`config.mk`:
```
export PLATFORM = sky130hd
export DESIGN_NAME = ov5642_dvp_transmitter
export DESIGN_NICKNAME = d
export VERILOG_FILES = /design/src/rtl/ov5642_pkg.sv /design/src/rtl/ov5642_tx_timing.sv /design/src/rtl/ov5642_dvp_transmitter.sv
export SDC_FILE = /design/constraint.sdc
export NUM_CORES = 1
export LEC_CHECK = 0
export CORE_ASPECT_RATIO = 1.75
export CORE_UTILIZATION = 23
export CTS_CLUSTER_DIAMETER = 40
export DETAILED_ROUTE_END_ITERATION = 16
export DONT_BUFFER_PORTS = 1
export HOLD_SLACK_MARGIN = 0.02
export MAX_ROUTING_LAYER = met4
export PLACE_DENSITY_LB_ADDON = 0.2
export SLEW_MARGIN = 20
export SYNTH_ARGS = -nofsm -noshare
export SYNTH_HDL_FRONTEND = slang
export SYNTH_HIERARCHICAL = 1
export SYNTH_SLANG_ARGS = --single-unit
```
`constraint.sdc`:
```
create_clock -name pclk -period 2.6 [get_ports pclk]
set_clock_uncertainty 0.2 [all_clocks]
set_input_delay 0.39 -clock pclk [delete_from_list [all_inputs] [get_ports pclk]]
set_output_delay 0.39 -clock pclk [all_outputs]
set_load 0.02 [all_outputs]
```
`src/rtl/ov5642_pkg.sv`:
```
// Shared definitions for the OV5642 DVP link: FSM state encoding and default
// timing for the 1280x960 YUV422 mode (two bytes per pixel), also used by the
// receiver bench so both ends agree on frame geometry.
package ov5642_pkg;

    typedef enum logic [2:0] {
        ST_IDLE   = 3'd0,
        ST_VSYNC  = 3'd1,
        ST_VBACK  = 3'd2,
        ST_LINE   = 3'd3,
        ST_HBLANK = 3'd4,
        ST_VFRONT = 3'd5
    } ov5642_state_e;

    localparam int OV5642_H_ACTIVE  = 2560;
    localparam int OV5642_V_ACTIVE  = 960;
    localparam int OV5642_H_BLANK   = 256;
    localparam int OV5642_VSYNC_LEN = 16;
    localparam int OV5642_V_BACK    = 64;
    localparam int OV5642_V_FRONT   = 64;

    function automatic int ov5642_max2(input int a, input int b);
        return (a > b) ? a : b;
    endfunction

    // Width of the shared in-state cycle counter: covers the longest phase.
    function automatic int ov5642_cnt_width(input int ha, input int hb, input int vs,
                                            input int vb, input int vf);
        int m;
        m = ov5642_max2(ov5642_max2(ha, hb), ov5642_max2(ov5642_max2(vs, vb), vf));
        return $clog2(m) + 1;
    endfunction

endpackage

```
`src/rtl/ov5642_tx_timing.sv`:
```
// Frame/line timing generator for the DVP transmitter.
// Latency: the FSM runs one cycle ahead of the output registers in the top.
// Backpressure: none; timing free-runs once a frame starts and never stalls.
module ov5642_tx_timing
    import ov5642_pkg::*;
#(
    parameter int  H_ACTIVE  = OV5642_H_ACTIVE,
    parameter int  V_ACTIVE  = OV5642_V_ACTIVE,
    parameter int  H_BLANK   = OV5642_H_BLANK,
    parameter int  VSYNC_LEN = OV5642_VSYNC_LEN,
    parameter int  V_BACK    = OV5642_V_BACK,
    parameter int  V_FRONT   = OV5642_V_FRONT,
    localparam int CW = ov5642_cnt_width(H_ACTIVE, H_BLANK, VSYNC_LEN, V_BACK, V_FRONT),
    localparam int LW = $clog2(V_ACTIVE) + 1
) (
    input  logic          pclk,
    input  logic          rst_n,
    input  logic          enable_i,
    output logic          href_next_o,
    output logic          vsync_next_o,
    output logic          tready_next_o,
    output logic [CW-1:0] byte_idx_o,
    output logic [LW-1:0] line_idx_o
);

    ov5642_state_e state_q;
    logic [CW-1:0] cnt_q;
    logic [LW-1:0] line_q;

    // Phase sequencer: each state lasts a fixed number of cycles counted by cnt_q;
    // enable is only looked at when leaving IDLE or at the end of the front porch.
    always_ff @(posedge pclk or negedge rst_n) begin
        if (!rst_n) begin
            state_q <= ST_IDLE;
            cnt_q   <= '0;
            line_q  <= '0;
        end else begin
            case (state_q)
                ST_IDLE: begin
                    cnt_q <= '0;
                    if (enable_i) begin
                        state_q <= ST_VSYNC;
                    end
                end
                ST_VSYNC: begin
                    if (cnt_q == CW'(VSYNC_LEN - 1)) begin
                        state_q <= ST_VBACK;
                        cnt_q   <= '0;
                    end else begin
                        cnt_q <= cnt_q + CW'(1);
                    end
                end
                ST_VBACK: begin
                    if (cnt_q == CW'(V_BACK - 1)) begin
                        state_q <= ST_LINE;
                        cnt_q   <= '0;
                        line_q  <= '0;
                    end else begin
                        cnt_q <= cnt_q + CW'(1);
                    end
                end
                ST_LINE: begin
                    if (cnt_q == CW'(H_ACTIVE - 1)) begin
                        cnt_q   <= '0;
                        state_q <= (line_q == LW'(V_ACTIVE - 1)) ? ST_VFRONT : ST_HBLANK;
                    end else begin
                        cnt_q <= cnt_q + CW'(1);
                    end
                end
                ST_HBLANK: begin
                    if (cnt_q == CW'(H_BLANK - 1)) begin
                        state_q <= ST_LINE;
                        cnt_q   <= '0;
                        line_q  <= line_q + LW'(1);
                    end else begin
                        cnt_q <= cnt_q + CW'(1);
                    end
                end
                ST_VFRONT: begin
                    if (cnt_q == CW'(V_FRONT - 1)) begin
                        cnt_q   <= '0;
                        state_q <= enable_i ? ST_VSYNC : ST_IDLE;
                    end else begin
                        cnt_q <= cnt_q + CW'(1);
                    end
                end
                default: begin
                    state_q <= ST_IDLE;
                    cnt_q   <= '0;
                    line_q  <= '0;
                end
            endcase
        end
    end

    assign href_next_o  = (state_q == ST_LINE);
    assign vsync_next_o = (state_q == ST_VSYNC);
    assign byte_idx_o   = cnt_q;
    assign line_idx_o   = line_q;

    // True when the FSM will be in LINE after this edge, so the top can raise
    // s_tready exactly one cycle ahead of each href cycle.
    assign tready_next_o = ((state_q == ST_VBACK)  && (cnt_q == CW'(V_BACK - 1)))  ||
                           ((state_q == ST_HBLANK) && (cnt_q == CW'(H_BLANK - 1))) ||
                           ((state_q == ST_LINE)   && (cnt_q != CW'(H_ACTIVE - 1)));

endmodule

```
`src/rtl/ov5642_dvp_transmitter.sv`:
```
// OV5642 DVP camera emulator: AXI-stream bytes out on dout/href/vsync.
// Latency: a byte handshaken in cycle n is on dout with href=1 in cycle n+1.
// Backpressure: none towards DVP; empty slots send 0x00 and set sticky underrun.
// Build option OV5642_TX_TEST_PATTERN_EN replaces the stream with (line+byte) mod 256.
module ov5642_dvp_transmitter
    import ov5642_pkg::*;
#(
    parameter int  H_ACTIVE  = OV5642_H_ACTIVE,
    parameter int  V_ACTIVE  = OV5642_V_ACTIVE,
    parameter int  H_BLANK   = OV5642_H_BLANK,
    parameter int  VSYNC_LEN = OV5642_VSYNC_LEN,
    parameter int  V_BACK    = OV5642_V_BACK,
    parameter int  V_FRONT   = OV5642_V_FRONT,
    localparam int CW = ov5642_cnt_width(H_ACTIVE, H_BLANK, VSYNC_LEN, V_BACK, V_FRONT),
    localparam int LW = $clog2(V_ACTIVE) + 1
) (
    input  logic       pclk,
    input  logic       rst_n,
    input  logic       enable,
    input  logic [7:0] s_tdata,
    input  logic       s_tvalid,
    output logic       s_tready,
    input  logic       s_tlast,
    output logic [7:0] dout,
    output logic       href,
    output logic       vsync,
    output logic       underrun,
    output logic       line_err
);

    logic          href_next;
    logic          vsync_next;
    logic          tready_next;
    logic [CW-1:0] byte_idx;
    logic [LW-1:0] line_idx;

    logic       href_q;
    logic       vsync_q;
    logic [7:0] dout_q;
    logic       tready_q;
    logic       underrun_q;
    logic       line_err_q;

    ov5642_tx_timing #(
        .H_ACTIVE  (H_ACTIVE),
        .V_ACTIVE  (V_ACTIVE),
        .H_BLANK   (H_BLANK),
        .VSYNC_LEN (VSYNC_LEN),
        .V_BACK    (V_BACK),
        .V_FRONT   (V_FRONT)
    ) u_timing (
        .pclk          (pclk),
        .rst_n         (rst_n),
        .enable_i      (enable),
        .href_next_o   (href_next),
        .vsync_next_o  (vsync_next),
        .tready_next_o (tready_next),
        .byte_idx_o    (byte_idx),
        .line_idx_o    (line_idx)
    );

`ifdef OV5642_TX_TEST_PATTERN_EN
    logic [7:0] pattern_byte;
    logic       unused_stream;

    assign pattern_byte  = 8'(line_idx) + 8'(byte_idx);
    assign unused_stream = ^{s_tdata, s_tvalid, s_tlast, tready_next};

    // Output stage, pattern build: sync strobes plus a generated ramp per line.
    always_ff @(posedge pclk or negedge rst_n) begin
        if (!rst_n) begin
            href_q     <= 1'b0;
            vsync_q    <= 1'b0;
            dout_q     <= 8'h00;
            tready_q   <= 1'b0;
            underrun_q <= 1'b0;
            line_err_q <= 1'b0;
        end else begin
            href_q     <= href_next;
            vsync_q    <= vsync_next;
            dout_q     <= href_next ? pattern_byte : 8'h00;
            tready_q   <= 1'b0;
            underrun_q <= 1'b0;
            line_err_q <= 1'b0;
        end
    end
`else
    logic last_pos;
    logic unused_line_idx;

    // tready_q is high exactly in the cycle whose handshake fills the next href slot,
    // and byte_idx is that slot's position within the line.
    assign last_pos        = (byte_idx == CW'(H_ACTIVE - 1));
    assign unused_line_idx = ^line_idx;

    // Output stage, stream build: sync strobes, data mux, sticky underrun, tlast check.
    always_ff @(posedge pclk or negedge rst_n) begin
        if (!rst_n) begin
            href_q     <= 1'b0;
            vsync_q    <= 1'b0;
            dout_q     <= 8'h00;
            tready_q   <= 1'b0;
            underrun_q <= 1'b0;
            line_err_q <= 1'b0;
        end else begin
            href_q     <= href_next;
            vsync_q    <= vsync_next;
            tready_q   <= tready_next;
            dout_q     <= (tready_q && s_tvalid) ? s_tdata : 8'h00;
            if (tready_q && !s_tvalid) begin
                underrun_q <= 1'b1;
            end
            line_err_q <= tready_q && s_tvalid && (s_tlast != last_pos);
        end
    end
`endif

    assign s_tready = tready_q;
    assign dout     = dout_q;
    assign href     = href_q;
    assign vsync    = vsync_q;
    assign underrun = underrun_q;
    assign line_err = line_err_q;

endmodule

```
==> results of run 1 <==
==> placed cells by master, fill, tap and decap left out, drive strengths merged, types with 2 or more instances in the layout <==
master,n
a211o,2
nor3,9
a41o,2
o22a,4
nor2b,3
nand3,9
and4,2
xnor2,4
mux2i,3
or3,2
nor4,3
buf,14
o21ai,9
xor2,8
inv,5
nand4,4
clkinv,3
and3,15
clkbuf,5
and2,4
nand3b,3
ha,2
o31ai,2
nor2,22
nand2,21
dfrtp,40
a22o,3
==> flip-flops by register name, summed over array words and instances (netlist names) <==
register / flops
s_tready: 1
dout: 8
underrun: 1
u_timing/byte_idx_o: 13
u_timing/state_q: 3
line_err: 1
href: 1
vsync: 1
u_timing/line_idx_o: 11
==> layout make-up <==
type,instances,area [um2],share of cell area (%)
Clock inverter,3,18.8,0.776
Timing Repair Buffer,15,128,5.28
Inverter,5,18.8,0.776
Sequential cell,40,1000,41.4
Multi-Input combinational cell,150,981,40.6
Tap cell,117,146,6.05
Clock buffer,5,125,5.17
==> kinds of logic (layout without fill, tap and decap cells) <==
logic type	Yosys count	after routing	synth area share (%)
AO/OA/AOI/OAI	32	32	12.4
XOR/XNOR	12	12	5.16
adder cells (fa/ha/maj)	3	3	1.78
buffers and inverters	13	28	2.64
flip-flops	40	40	49.2
multiplexers	4	4	2.03
AND/OR/NAND/NOR	99	99	26.9
==> stage by stage <==
step	cell area (um2)	power, mW	setup slack, ns	hold WS [ns]	utilization [%]
global placement	2240	1.42	0.233	-0.105	26.1
finish	2420	2.03	0.240	0.0527	28.1
detailed placement	2240	1.42	0.218	-0.105	26.1
floorplan	2040	1.21	0.367	-0.106	-
global route	2420	2.16	0.107	0.0530	28.1
CTS	2420	2.06	0.213	0.0495	28.1
==> how the worst min path moves through the flow <==
| stage | to | slack, ns | cells past startpoint |
|---|---|---|---|
| 6_report | line_err | 0.05 | 2 |
| 5_1_grt | dout[7] | 0.05 | 1 |
| 4_1_cts | line_err | 0.05 | 2 |
| 3_5_place_dp | dout[4] | -0.10 | 0 |
| 3_3_place_gp | dout[2] | -0.10 | 0 |
| 2_1_floorplan | dout[0] | -0.11 | 0 |
==> power groups by stage <==
stage / combinational [mW] / sequential, mW / clock [mW]
3_5_place_dp: 0.533 / 0.885 / 0
2_1_floorplan: 0.382 / 0.826 / 0
5_1_grt: 0.614 / 0.887 / 0.657
4_1_cts: 0.555 / 0.873 / 0.631
3_3_place_gp: 0.538 / 0.882 / 0
6_report: 0.544 / 0.873 / 0.611
==> routing by layer <==
metal / share of wire (%) / global-route usage, %
met1: 37 / 11.6
met2: 55 / 21.2
met3: 4.4 / 2.78
met4: 3.8 / 6.69
met5: 0 / -
==> flow_summary.toml, run 1 <==
[detailed_routing]
routed_wl_um = 4920
routed-via-count = 1571
via_per_inst = 4.69
wl_per_cell_um = 14.7
drtIter0Drc = 51
antenna_left = 0
dr.pass1.iters = 4
drcViolationCount = 0

[synthesis]
async_flop_share_pct = 100
ys_seq_elements = 40
synth_common_cells = "dfrtp_1, nor2_1, nand2_1, and3_1"
ys_types = 50
synth_top_area_cell = "dfrtp_1"
synth_edf_count = 0
ys_seq_area_share_pct = 49.2
synth.area.top_cells = "dfrtp_1, and3_1, nor2_1, nand2_1, xor2_1"
synth.top_cell.area_share_pct = 49.2
synth_cells = 203
syn_area_per_cell_um2 = 10.0
yosysMostFrequentCell = "dfrtp_1"
syn_nets = 218
ys_warn_count = 6
synth_area_um2 = 2040
synth-main-ff-cell = "dfrtp_1"

[floorplan]
die_area_um2 = 9250
core_area_um2 = 8610
ios = 26
fp.dieH_um = 126
die_w_um = 73.1
initial_core_util_pct = 23.6
rows = 45

[clock_network]
cts_tree = "done"
clkTransAtPathRegs_ns = 0.06
cts_root_buffer = "clkbuf_16"
clock_path_buffers = 2
post_cts_buffers = 0
cts_max_level = 2
numCtsBuffers = 5
ctsHoldBuffers = 2
insertion_delay_ns = 0.29
cts_sinks = 40
cts_resized = 0

[pwr]
internal-power_mw = 1.30
seqPwrFrac_pct = 43.1
powerDensity_nw_per_um2 = 838
switching_share_pct = 35.9
p_leak_nw = 1.09
power_frac_clock_pct = 30.1
p_comb_share_pct = 26.8
ir_drop_v = 0.000252
switchingPower_mw = 0.728

[worst_setup_path]
crit_path_cell_trace = "nor3_4, nand4_4, or3_1, maj3_2, a221o_1"
reg2reg_to = "u_timing/line_idx_o[8]"
crit_fanout = 10
r2r_slack_ns = 0.24
cp-endpoint = "u_timing/line_idx_o[8]"
r2r_cells = 5
cp.depth = 5
start_kind = "flip-flop"
crit_arrival_ns = 2.33
cpPeakStageDelay_ns = 0.44
worstPathRequired_ns = 2.57
cp-startpoint = "u_timing/byte_idx_o[9]"
critical_path_class = "flip-flop to flip-flop"
worst_path_max_delay_cell = "dfrtp_1"
path_delay_family = "simple AND/OR/NAND/NOR gates"
reg2reg_from = "u_timing/byte_idx_o[9]"
end_kind = "flip-flop"
crit_buf_inv = 0

[global_route]
grt_pass1_vias = 1738
grt_use_total_pct = 12.0
grt_max_degree = 41
grt-ovfl-total = 0
grt_pass1_wl_um = 8260
grt_antenna_before_repair = 0

[layout]
area_growth_pct = 18.8
drive_above_1_share_pct = 18.8
layout.cells.non_filler = 335
nNetsFinal = 232
n_antenna_cell = 0
nFillCells = 912

[worst_hold_path]
worstHoldStart = "s_tlast"
hold_class = "input port to flip-flop"

[sta]
timing.final.crit_period_ns = 2.36
slew_headroom_pct = 70.7
rsz0062_at_grt = "no"
finalCritPeriodShare_pct = 90.8
fin_tns_setup_ns = 0
worstMarginPinSlew_ns = 0.440
hold_viol_final = 0
drv_slew = 0
setup_violations = 0
fmax_mhz = 424

[placed_design]
port_buffers = 0
placed_cells = 325
gp_congestion = 0.795
dp_hpwl_um = 3590

[outcome]
status = "finished, final reports clean"

[flow_run]
max_cap_viol_count = 0
Power figures use the tool's default switching activity.
==> run 2: changes to the inputs <==
Settings changed: CORE_UTILIZATION 23 to 60.
==> flow_summary.toml, run 2 (same netlist as run 1, synthesis figures left out) <==
[floorplan]
die_area_um2 = 3640
die_w_um = 46.0
initial_core_util_pct = 64.1
core_area_um2 = 3180
rows = 27
ios = 26
fp.dieH_um = 79.1

[placed_design]
gp_congestion = 0.824
port_buffers = 0
placed_cells = 241
dp_hpwl_um = 2900

[clock_network]
post_cts_buffers = 0
cts_max_level = 2
cts_sinks = 40
ctsHoldBuffers = 2
cts_root_buffer = "clkbuf_8"
insertion_delay_ns = 0.29
clock_path_buffers = 2
cts_resized = 0
cts_tree = "done"
clkTransAtPathRegs_ns = 0.08
numCtsBuffers = 5

[sta]
finalCritPeriodShare_pct = 92.6
fin_tns_setup_ns = 0
slew_headroom_pct = 72.1
setup_violations = 0
worstMarginPinSlew_ns = 0.408
timing.final.crit_period_ns = 2.41
fmax_mhz = 415
hold_viol_final = 0
rsz0062_at_grt = "no"
drv_slew = 0

[global_route]
grt_max_degree = 41
grt_antenna_before_repair = 0
grt-ovfl-total = 0
grt_use_total_pct = 25.9
grt_pass1_vias = 1540
grt_pass1_wl_um = 6680

[layout]
largest_reg_flops = 13
utilization_pct = 69.9
final_common_cell = "dfrtp_1"
n_antenna_cell = 0
drive_above_1_share_pct = 14.9
multi_input_area_um2 = 981
nFillCells = 268
seqCellArea_um2 = 1000
mostFrequentLayoutCells = "dfrtp_1, nor2_1, nand2_1, and3_1"
nNetsFinal = 222
area_growth_pct = 8.97
layout.cells.non_filler = 251

[detailed_routing]
drcViolationCount = 0
routed_wl_um = 4040
wl_per_cell_um = 16.1
via_per_inst = 6.10
antenna_left = 0
dr.pass1.iters = 4
drtIter0Drc = 67
routed-via-count = 1532

[worst_hold_path]
hold_class = "input port to flip-flop"

[worst_setup_path]
cpPeakStageDelay_ns = 0.46
worst_path_max_delay_cell = "dfrtp_1"
crit_arrival_ns = 2.39
path_delay_family = "simple AND/OR/NAND/NOR gates"
worstPathRequired_ns = 2.58
end_kind = "flip-flop"
crit_fanout = 10
critical_path_class = "flip-flop to flip-flop"
crit_buf_inv = 0
start_kind = "flip-flop"
crit_path_cell_trace = "nor3_4, nand4_4, or3_1, maj3_2, a221o_1"

[pwr]
ir_drop_v = 0.000644
p_leak_nw = 1.02
powerDensity_nw_per_um2 = 830

[outcome]
status = "finished, final reports clean"

[flow_run]
max_cap_viol_count = 0
==> run 2: cell count changes in the layout (fill, tap and decap cells not counted), sizes merged <==
cell / previous run / this run
clkinvlp: 0 / 1
clkinv: 3 / 1
bufinv: 0 / 1
buf: 14 / 4
==> run 2: final cells by class <==
type / instances / area share (%)
tap: 43 / 2.43
sequential: 40 / 45.1
clock inverter: 3 / 1.92
timing repair buffer: 5 / 2.37
clock buffer: 5 / 3.10
inverter: 5 / 0.846
multi-input combinational: 150 / 44.2
==> run 2: metal layers <==
metal,part of all wire (%),up-vias,track usage [%],wire (um)
met3,3.6,7,5.45,145
met4,1.6,0,11.5,63
li1,-,735,-,-
met2,56,36,43.2,2250
met1,39,754,28.3,1580
met5,0,-,-,0
==> run 2: report_power, final <==
part	switching, mW	leakage, nW	total, mW	internal (mW)
registers	0.170	0.541	0.878	0.708
logic	0.277	0.426	0.468	0.191
clock network	0.211	0.0541	0.495	0.284
total	0.658	1.02	1.84	1.18
==> run 2: final timing paths <==
| kind | start | endpoint | slack (ns) | cells past startpoint |
|---|---|---|---|---|
| worst max register to register | u_timing/byte_idx_o[9] | u_timing/line_idx_o[8] | 0.19 | 5 |
| worst min register to register | u_timing/byte_idx_o[0] | u_timing/byte_idx_o[0] | 0.34 | 1 |
| worst min-delay path | s_tlast | line_err | 0.04 | 2 |
| max in group asynchronous | rst_n | u_timing/byte_idx_o[9] | 1.65 | 2 |
| min in group asynchronous | rst_n | dout[4] | 0.36 | 2 |
| worst max-delay path | u_timing/byte_idx_o[9] | u_timing/line_idx_o[8] | 0.19 | 5 |
==> run 2: metrics by stage <==
step                      total power, mW  setup WS (ns)  hold WS (ns)  cell area, um2
after floorplan                      1.21          0.367        -0.106            2040
after global placement               1.31          0.274        -0.105            2080
after detailed placement             1.33          0.207        -0.105            2080
after CTS                            1.85          0.183        0.0384            2220
after global routing                 1.96         0.0759        0.0204            2220
final                                1.84          0.193        0.0440            2220
